<file path="config.mk">
export PLATFORM = sky130hd
export DESIGN_NAME = keypad_scan_flat
export DESIGN_NICKNAME = d
export VERILOG_FILES = /design/src/rtl/keypad_scan_pkg.sv /design/src/rtl/keypad_scan_if.sv /design/src/rtl/keypad_tick_gen.sv /design/src/rtl/keypad_scan.sv /design/src/flat_wrapper.sv
export SDC_FILE = /design/constraint.sdc
export NUM_CORES = 1
export LEC_CHECK = 0
export ABC_AREA = 1
export CORE_UTILIZATION = 55
export DETAILED_ROUTE_END_ITERATION = 10
export HOLD_SLACK_MARGIN = 0.03
export PLACE_DENSITY = 0.78
export RECOVER_POWER = 25
export SYNTH_ARGS = -nofsm -noshare
export SYNTH_HDL_FRONTEND = slang
export SYNTH_SLANG_ARGS = --single-unit
</file>
<file path="constraint.sdc">
create_clock -name clk -period 2.2 [get_ports clk]
set_clock_uncertainty 0.2 [all_clocks]
set_input_delay 0.33 -clock clk [delete_from_list [all_inputs] [get_ports clk]]
set_output_delay 0.33 -clock clk [all_outputs]
set_load 0.03 [all_outputs]
</file>
<file path="src/rtl/keypad_scan_pkg.sv">
// Shared types and constants for the 4x4 keypad scanner.
package keypad_scan_pkg;

   localparam int unsigned NUM_COL = 4;
   localparam int unsigned NUM_ROW = 4;

   // Row lines are pulled up, so an idle matrix reads all ones.
   localparam logic [NUM_ROW-1:0] ROW_IDLE = 4'b1111;

   typedef enum logic [1:0] {
      StScan     = 2'd0,
      StDebounce = 2'd1,
      StPressed  = 2'd2,
      StRelease  = 2'd3
   } state_e;

   // Index of the lowest active-low row bit; lowest index wins on ties.
   function automatic logic [1:0] first_low_row(input logic [NUM_ROW-1:0] row_n);
      logic [1:0] idx;
      idx = '0;
      for (int i = NUM_ROW - 1; i >= 0; i--) begin
         if (!row_n[i]) idx = 2'(i);
      end
      return idx;
   endfunction

   // Active-low one-hot column strobe for a column index.
   function automatic logic [NUM_COL-1:0] col_strobe(input logic [1:0] idx);
      return ~(NUM_COL'(1) << idx);
   endfunction

endpackage

</file>
<file path="src/rtl/keypad_scan_if.sv">
// Matrix-side and key-report signals of the keypad scanner.
interface keypad_scan_if;
   import keypad_scan_pkg::*;

   logic [NUM_COL-1:0] o_col;
   logic [NUM_ROW-1:0] i_row;
   logic [3:0]         o_key;
   logic               o_key_valid;
   logic               o_key_held;

   // master: the scanner itself; slave: the key matrix plus key consumer.
   modport master (
      output o_col, o_key, o_key_valid, o_key_held,
      input  i_row
   );

   modport slave (
      input  o_col, o_key, o_key_valid, o_key_held,
      output i_row
   );

endinterface

</file>
<file path="src/rtl/keypad_tick_gen.sv">
// Free-running prescaler producing a one-cycle enable every SCAN_DIV clocks.
module keypad_tick_gen #(
   parameter int unsigned SCAN_DIV = 50000
) (
   input  logic clk,
   input  logic rst_n,
   output logic tick_o
);

   localparam int unsigned   CntW   = (SCAN_DIV > 1) ? $clog2(SCAN_DIV) : 1;
   localparam logic [CntW-1:0] CntMax = CntW'(SCAN_DIV - 1);

   logic [CntW-1:0] cnt_q, cnt_d;

   assign tick_o = (cnt_q == CntMax);

   // Count 0..SCAN_DIV-1 and wrap on the tick cycle.
   always_comb begin
      cnt_d = tick_o ? '0 : cnt_q + CntW'(1);
   end

   // Prescaler state.
   always_ff @(posedge clk or negedge rst_n) begin
      if (!rst_n) cnt_q <= '0;
      else        cnt_q <= cnt_d;
   end

endmodule

</file>
<file path="src/rtl/keypad_scan.sv">
// 4x4 keypad scanner: strobes one column at a time, debounces press and
// release on scan ticks and reports the accepted key code.
module keypad_scan
   import keypad_scan_pkg::*;
#(
   parameter int unsigned SCAN_DIV  = 50000,
   parameter int unsigned DEB_TICKS = 20
) (
   input  logic          clk,
   input  logic          rst_n,
   keypad_scan_if.master kp
);

   localparam int unsigned     DebW   = $clog2(DEB_TICKS) + 1;
   localparam logic [DebW-1:0] DebMax = DebW'(DEB_TICKS - 1);

   logic               tick;
   logic [NUM_ROW-1:0] row_meta_q, row_sync_q;
   state_e             state_q;
   logic [1:0]         col_idx_q, row_idx_q;
   logic [1:0]         col_next;
   logic [DebW-1:0]    deb_cnt_q;
   logic [NUM_COL-1:0] col_q;
   logic [3:0]         key_q;
   logic               key_valid_q, key_held_q;
   logic               hit, row_bit, deb_done, deb_sat;

   keypad_tick_gen #(
      .SCAN_DIV(SCAN_DIV)
   ) u_tick_gen (
      .clk   (clk),
      .rst_n (rst_n),
      .tick_o(tick)
   );

   // Two-flop synchroniser on the asynchronous row lines.
   always_ff @(posedge clk or negedge rst_n) begin
      if (!rst_n) begin
         row_meta_q <= ROW_IDLE;
         row_sync_q <= ROW_IDLE;
      end else begin
         row_meta_q <= kp.i_row;
         row_sync_q <= row_meta_q;
      end
   end

   assign hit      = (row_sync_q != ROW_IDLE);
   assign row_bit  = row_sync_q[row_idx_q];
   assign deb_done = (deb_cnt_q == DebMax);
   assign deb_sat  = (deb_cnt_q == '1);
   assign col_next = col_idx_q + 2'd1;

   // Scan/debounce FSM; outputs are registered alongside the state change.
   always_ff @(posedge clk or negedge rst_n) begin
      if (!rst_n) begin
         state_q     <= StScan;
         col_idx_q   <= '0;
         row_idx_q   <= '0;
         deb_cnt_q   <= '0;
         col_q       <= col_strobe(2'd0);
         key_q       <= '0;
         key_valid_q <= 1'b0;
         key_held_q  <= 1'b0;
      end else begin
         key_valid_q <= 1'b0;
         if (tick) begin
            unique case (state_q)
               StScan: begin
                  if (hit) begin
                     // Column stays frozen while the candidate is confirmed.
                     row_idx_q <= first_low_row(row_sync_q);
                     deb_cnt_q <= '0;
                     state_q   <= StDebounce;
                  end else begin
                     col_idx_q <= col_next;
                     col_q     <= col_strobe(col_next);
                  end
               end
               StDebounce: begin
                  if (!row_bit) begin
                     if (deb_done) begin
                        state_q     <= StPressed;
                        key_q       <= {row_idx_q, col_idx_q};
                        key_valid_q <= 1'b1;
                        key_held_q  <= 1'b1;
                     end else if (!deb_sat) begin
                        deb_cnt_q <= deb_cnt_q + DebW'(1);
                     end
                  end else begin
                     state_q   <= StScan;
                     col_idx_q <= col_next;
                     col_q     <= col_strobe(col_next);
                  end
               end
               StPressed: begin
                  if (row_bit) begin
                     state_q   <= StRelease;
                     deb_cnt_q <= '0;
                  end
               end
               StRelease: begin
                  if (row_bit) begin
                     if (deb_done) begin
                        state_q    <= StScan;
                        key_held_q <= 1'b0;
                        col_idx_q  <= col_next;
                        col_q      <= col_strobe(col_next);
                     end else if (!deb_sat) begin
                        deb_cnt_q <= deb_cnt_q + DebW'(1);
                     end
                  end else begin
                     // Release bounce: back to held without a new pulse.
                     state_q <= StPressed;
                  end
               end
               default: state_q <= StScan;
            endcase
         end
      end
   end

   assign kp.o_col       = col_q;
   assign kp.o_key       = key_q;
   assign kp.o_key_valid = key_valid_q;
   assign kp.o_key_held  = key_held_q;

endmodule
</file>
<file path="src/flat_wrapper.sv">
// flat-port wrapper written by rule: the top's interface ports become plain ports
module keypad_scan_flat import keypad_scan_pkg::*;
#(
   parameter int unsigned SCAN_DIV  = 50000,
   parameter int unsigned DEB_TICKS = 20
)
  (clk, rst_n, kp_o_col, kp_o_key, kp_o_key_valid, kp_o_key_held, kp_i_row);
  keypad_scan_if kp_i ();
  input  logic clk;
  input  logic rst_n;
  output wire logic [$bits(kp_i.o_col)-1:0] kp_o_col;
  output wire logic [$bits(kp_i.o_key)-1:0] kp_o_key;
  output wire logic [$bits(kp_i.o_key_valid)-1:0] kp_o_key_valid;
  output wire logic [$bits(kp_i.o_key_held)-1:0] kp_o_key_held;
  input wire logic [$bits(kp_i.i_row)-1:0] kp_i_row;
  assign kp_o_col = kp_i.o_col;
  assign kp_o_key = kp_i.o_key;
  assign kp_o_key_valid = kp_i.o_key_valid;
  assign kp_o_key_held = kp_i.o_key_held;
  assign kp_i.i_row = kp_i_row;
  keypad_scan #(.SCAN_DIV(SCAN_DIV), .DEB_TICKS(DEB_TICKS)) u_core (.clk(clk), .rst_n(rst_n), .kp(kp_i));
endmodule
</file>
; ---- Word level (Yosys, flattened, before mapping)
; Cells that the tools add are included.
[totals]
regBits = 46
inputBits = 6
out_inout_bits = 10
word_cells = 84
[op_classes]
n_bitwise = 2
muxes = 40
n_lt_le_gt_ge = 1
n_eq_ne = 17
shifts = 1
n_reduce_logical = 9
n_addsub = 3
[op_table]
columns = cell, count
row1 = $mux W6, 6
row2 = $mux W2, 14
row3 = $pmux W6 S4, 1
row4 = $add A16 B1 Y16 const B, 1
row5 = $eq A16 B16 Y1 const B, 1
row6 = $mux W16, 1
row7 = $mux W4, 4
row8 = $ne A2 B1 Y1 const B, 6
row9 = $pmux W4 S3, 1
row10 = $reduce_and A6 Y1, 2
row11 = $reduce_and A5 Y1, 2
row12 = $mux W1, 9
row13 = $pmux W2 S4, 1
row14 = $add A6 B1 Y6 const B, 1
row15 = $eq A6 B5 Y1 const B, 1
row16 = $eq A6 B6 Y1 const B, 1
row17 = $pmux W2 S3, 1
row18 = $eq A2 B2 Y1 const B, 2
row19 = $ne A2 B2 Y1 const B, 2
row20 = $ne A4 B4 Y1 const B, 1
row21 = $not A4 Y4, 1
row22 = $reduce_and A4 Y1, 1
row23 = $shl A1 B2 Y4 const A, 1
row24 = $lt A2 B3 Y1 const B, 1
row25 = 11 further kinds, 11

; ---- Longest topological paths before layout
[depth]
word_depth = 6
mapped_depth = 11
mapped_depth_nobuf = 10

; ---- Hierarchy
; A second synthesis with hierarchy kept.
[unflattened]
cells_unflattened = 281
area_unflattened_um2 = 2416.1
[modules_own_cells]
columns = mod, area_per_inst_um2, n_inst, seq_area_each_um2, cells_per_inst
row1 = keypad_scan, 1526.5, 1, 764.5, 161
row2 = keypad_tick_gen, 889.6, 1, 400.4, 120

; ---- Worst setup path before layout
; Ideal clock, no wire load.
[synth_path]
path_kind = register to register
startpoint = reg u_core.u_tick_gen.cnt_q[0]
endpoint = reg u_core.col_idx_q[1]
setup_slack_ns = 0.539
required_time_ns = 1.879
setup_time_ns = 0.121
synth_period_minus_slack_ns = 1.661
stages_incl_launch_ff = 10
n_path_buf = 1
arrival_ns = 1.340
path_cell_list = dfrtp_1 > ha_1 > nand2_1 > nor2_4 > nand3_2 > nor2_4 > nand3_2 > buf_6 > nor2_2 > a21oi_2
[synth_between]
elab_chain_len = 2
[synth_lines]
columns = element, line
row1 = "start, declared", keypad_tick_gen.sv:13  ; logic [CntW-1:0] cnt_q, cnt_d;
row2 = "start signal, assigned", keypad_tick_gen.sv:25  ; else cnt_q <= cnt_d;
row3 = $eq A16 B16 Y1, keypad_tick_gen.sv:15  ; assign tick_o = (cnt_q == CntMax);
row4 = $reduce_and A6 Y1 (no source line), n/a
row5 = "end signal, assigned", keypad_scan.sv:75  ; col_idx_q <= col_next;
row6 = "end signal, assigned", keypad_scan.sv:91  ; col_idx_q <= col_next;
row7 = "end signal, assigned", keypad_scan.sv:106  ; col_idx_q <= col_next;
row8 = "end, declared", keypad_scan.sv:20  ; logic [1:0] col_idx_q, row_idx_q;
; Every way passes these cells.
; A chain may end at the register's enable or synchronous reset.

; ---- Worst setup path after layout
[layout_path]
startpoint = reg u_core.col_q[1], in the netlist u_core.kp.o_col[1]
endpoint = out kp_o_col[1]
[layout_rtl]
columns = element, line
row1 = "start, declared", keypad_scan.sv:23  ; logic [NUM_COL-1:0] col_q;
row2 = "start signal, assigned", keypad_scan.sv:60  ; col_q <= col_strobe(2'd0);
row3 = "start signal, assigned", keypad_scan.sv:76  ; col_q <= col_strobe(col_next);
row4 = "start signal, assigned", keypad_scan.sv:92  ; col_q <= col_strobe(col_next);
row5 = "end, declared", flat_wrapper.sv:11  ; output wire logic [$bits(kp_i.o_col)-1:0] kp_o_col;
; No word-level cell between the ends.

==> results <==
- The run finished with clean final reports.
- The critical path goes through clkdlybuf4s50_1.
- The initial core utilization is 58.7%.
- The die is a little under 70 um wide.
- The latest clock arrival within the worst-skew pair is 0.30 ns.
- The sequential cell area is 1160 um^2.
- The sequential share of power is between 50% and 60%.
- The residual antenna-violating net count after detailed routing is 0.
- The routability congestion estimate from global placement is 0.839.
- The net count after synthesis is 290.
- A synthesized cell averages 8.68 um^2.
- For this block, the routed nets add up to 4060 um of wire.
- The placeable core region is 4120 um^2.
- The aggregate global routing overflow is 0.
- The worst hold path depth is 0.
- On the final layout, the worst hold slack is 0.159 ns.
- The part of the power in the clock network is a little under 40%.
- The HPWL after detailed placement is 3020 um.
- The data required time of the worst path is about 1.7 ns.
- The area used by multi-input combinational logic is 1090 um^2.
- The largest single stage delay on the critical path is 0.66 ns.
- The path type of the worst min-delay path is reg2reg.
- The pre-antenna-repair detailed-routing pass consisted of 4 iterations.
- Across the run, the number of max-cap violations was 0.
- The worst setup path is captured at an output port.
- Dividing total power by cell area gives a power density of 539 nW/um^2.
- The depth of the worst register-to-register path is 10.
- In the layout the commonest cells are 74 x sky130_fd_sc_hd__nand2_1, 35 x sky130_fd_sc_hd__dfrtp_1, 30 x sky130_fd_sc_hd__nor2_1.
- The number of antenna cells inserted is 0.
- The internal power summed over all cells is roughly 1.2 mW.
- The number of clock buffers inserted by TritonCTS is 5.
- The number of flops mapped to enable cells by yosys is 0.
- The type of element launching the critical path is a flop.
- The first routing iteration left 96 violations.
- For this design the static power due to leakage is approximately 1.3 nW.
- The signal arrival time at the worst endpoint is 1.49 ns.
- Buffers placed on the I/O ports in this run total 15.
- The floorplan has 23 rows.
- The via count of the first global-routing pass is roughly 1700.
- Global routing used 20.6% of the available tracks.
- In this run, distinct cell masters in the synthesized netlist total 39.
- The shortest period the worst path allows is 2.02 ns.
- The initial antenna violation count is 0.
- The worst-case vdd ir drop is 0.427 mV.
- The ratio of routed vias to standard cells is 5.13.
- Setup violations remaining at the end of the flow were counted as 0.
- The number of pins with negative max-slew slack in the final report was 0.
- The yosys synthesis warning count is 0.
- After synthesis the cells add up to 2410 um^2.
- The worst hold path terminates at u_core.row_sync_q[3].
- The area added between synthesis and finish is 12.8%.
- The critical path's top delay family is buffers and inverters.
- The CTS tree is done.
- The fraction of the core area covered by cells at the end of the flow is 66.2%.
- Combinational logic is responsible for approximately 2.6% of the overall power.
- Among all stages on the critical path, the largest delay is contributed by sky130_fd_sc_hd__clkdlybuf4s50_1.
- For this run, design rule violations remaining after detail routing come to 0.
- The count of placed standard cells in the final layout, fillers left out is ~350.
- The post-synthesis instance total is between 200 and 300.
- Counting the fill cells in the layout gives 349.
- The worst setup slack for register-to-register paths is 0.33 ns.
- The number of nets in the final layout is 312.
- Measured along the y axis, the die boundary spans 68.2 um.
- The worst setup path is of the reg2out kind.
- The CTS root buffer is sky130_fd_sc_hd__clkbuf_8.
- Pin placement for this block handled 16 I/O pins.
- Clock tree synthesis found a total of 46 sinks.
- The H-tree generated during clock tree synthesis spans 2 levels.
- After clock tree synthesis, the clock-pin slew on the worst setup and hold paths is about 0.080 ns.
- For the final routed database, the setup TNS stands at 0 ns.
- The main flop type after synthesis is sky130_fd_sc_hd__dfrtp_1.
- The upper clock frequency limit is around 500 MHz.
- In this run, placement finished with an instance count of 342.
- The share of total power consumed by net switching is 21.0%.
- The worst pin sits at a relative slew slack of 29.4%.
- The share of cells above drive strength 1 is 18.9%.
- The detail-routed net length per standard cell is 11.6 um.
- Of all flip-flops after synthesis, the portion carrying an async set or reset was 100%.
- The sequential share of the synthesized area is 48.3%.
- The highest fanout seen on the critical path is 2.
- The via count of the routed design is 1800.
- Entering global routing, the biggest net connects 47 pins.
- The buffer depth of the longest clock path is 2.
- The switching power is 0.308 mW.
- For the pin with the worst max-slew slack, the measured transition is around 1.1 ns.
- The global-route wire length before repair is 7020 um.
- The number of buffer and inverter stages on the critical path is 1.
- The library cell used most frequently in the layout, excluding fill and tap cells, is sky130_fd_sc_hd__nand2_1.
- The die covers 4660 um^2.
- Dividing the final minimum period by the clock period gives 91.9%.
- Setup repair after global routing left no endpoint under its margin.
- The source of the worst register-to-register timing path is u_core.u_tick_gen.cnt_q[0].
- In this run the most critical hold path is launched from u_core.row_meta_q[3].
- The synthesized design contains 46 register bits.
- The hold violation total from the final report is 0.
-- timing repair --
action / 4_1_cts / 5_1_grt
gates resized for setup: 0 / 0
setup buffers: 0 / 0
hold buffers: 1 / 0
hold endpoints to repair: 35 / 0
-- cells in the mapped netlist (2+ instances only) --
master,number,area (um^2)
sky130_fd_sc_hd__nor3b_1,4,30.0
sky130_fd_sc_hd__o21ai_0,2,10.0
sky130_fd_sc_hd__nor2_2,2,12.5
sky130_fd_sc_hd__nand2_2,3,18.8
sky130_fd_sc_hd__a21oi_1,2,10.0
sky130_fd_sc_hd__inv_2,8,30.0
sky130_fd_sc_hd__dfstp_2,11,289
sky130_fd_sc_hd__nor2_4,4,45.0
sky130_fd_sc_hd__nand2_4,4,45.0
sky130_fd_sc_hd__o21ai_2,3,26.3
sky130_fd_sc_hd__nand2_1,74,278
sky130_fd_sc_hd__nor2_1,30,113
sky130_fd_sc_hd__nand4_1,5,31.3
sky130_fd_sc_hd__nand3_1,15,75.1
sky130_fd_sc_hd__ha_1,6,75.1
sky130_fd_sc_hd__o21ai_1,8,40.0
sky130_fd_sc_hd__nor3_1,5,25.0
sky130_fd_sc_hd__dfrtp_1,35,876
sky130_fd_sc_hd__inv_1,24,90.1
sky130_fd_sc_hd__nand3_2,5,50.1
sky130_fd_sc_hd__xnor2_1,3,26.3
sky130_fd_sc_hd__xor2_1,6,52.6
sky130_fd_sc_hd__buf_4,2,15.0
sky130_fd_sc_hd__nor4_1,2,12.5
-- state kept, by name, summed over array words and instances (netlist names), named ones only --
| register | flops |
|---|---|
| u_core.col_idx_q | 2 |
| u_core.deb_cnt_q | 6 |
| u_core.kp.o_col | 4 |
| u_core.kp.o_key | 4 |
| u_core.kp.o_key_held | 1 |
| u_core.kp.o_key_valid | 1 |
| u_core.row_idx_q | 2 |
| u_core.row_meta_q | 4 |
| u_core.row_sync_q | 4 |
| u_core.state_q | 1 |
| u_core.u_tick_gen.cnt_q | 16 |
-- how the worst max path moves through the flow --
stage	from	to	slack [ns]	depth (start not counted)
after detailed placement	u_core.u_tick_gen.cnt_q[0]	flop	0.37	10
final	u_core.kp.o_col[1]	kp_o_col[1]	0.18	1
after floorplan	u_core.u_tick_gen.cnt_q[0]	u_core.col_idx_q[1]	0.54	9
after global placement	u_core.row_sync_q[3]	u_core.col_idx_q[0]	0.38	6
after global routing	u_core.kp.o_col[2]	kp_o_col[2]	0.13	1
after CTS	u_core.kp.o_col[1]	kp_o_col[1]	0.16	1
-- metrics by stage --
step                area [um^2]  power (mW)  worst slack [ns]
finish                     2720        1.47             0.178
global route               2720        1.52             0.130
CTS                        2740        1.49             0.163
detailed placement         2620       0.923             0.369
global placement           2620       0.921             0.378
floorplan                  2410       0.891             0.539
-- kinds of logic (layout without fill, tap and decap cells) --
kind of cell,after synthesis,after routing,synth area share [%]
and+or+nand+nor,158,158,32.6
xor gates and xnor gates,9,9,3.27
buffers and inverters,37,60,6.48
AOI/OAI and AO/OA,22,22,6.27
DFF,46,46,48.3
adders and majority gates,6,6,3.11
-- layout make-up --
type	count	share of cell area [%]
Clock inverter	1	0.322
Inverter	34	4.78
Sequential cell	46	42.8
Clock buffer	7	3.54
Timing Repair Buffer	18	6.16
Multi-Input combinational cell	195	40.1
Tap cell	50	2.30
-- power by group through the flow --
stage | clock (mW) | combinational, mW | sequential, mW
after global routing | 0.616 | 0.0451 | 0.864
after global placement | 0 | 0.0435 | 0.878
after detailed placement | 0 | 0.0440 | 0.879
after CTS | 0.586 | 0.0455 | 0.863
final | 0.566 | 0.0387 | 0.863
after floorplan | 0 | 0.0136 | 0.877
-- routing by layer --
layer	GRT usage [%]	routed length [um]
met1	24.3	1890
met2	35.7	2010
met3	5.00	92
met4	8.07	64
met5	0	0
(Power assumes the default switching activity.)
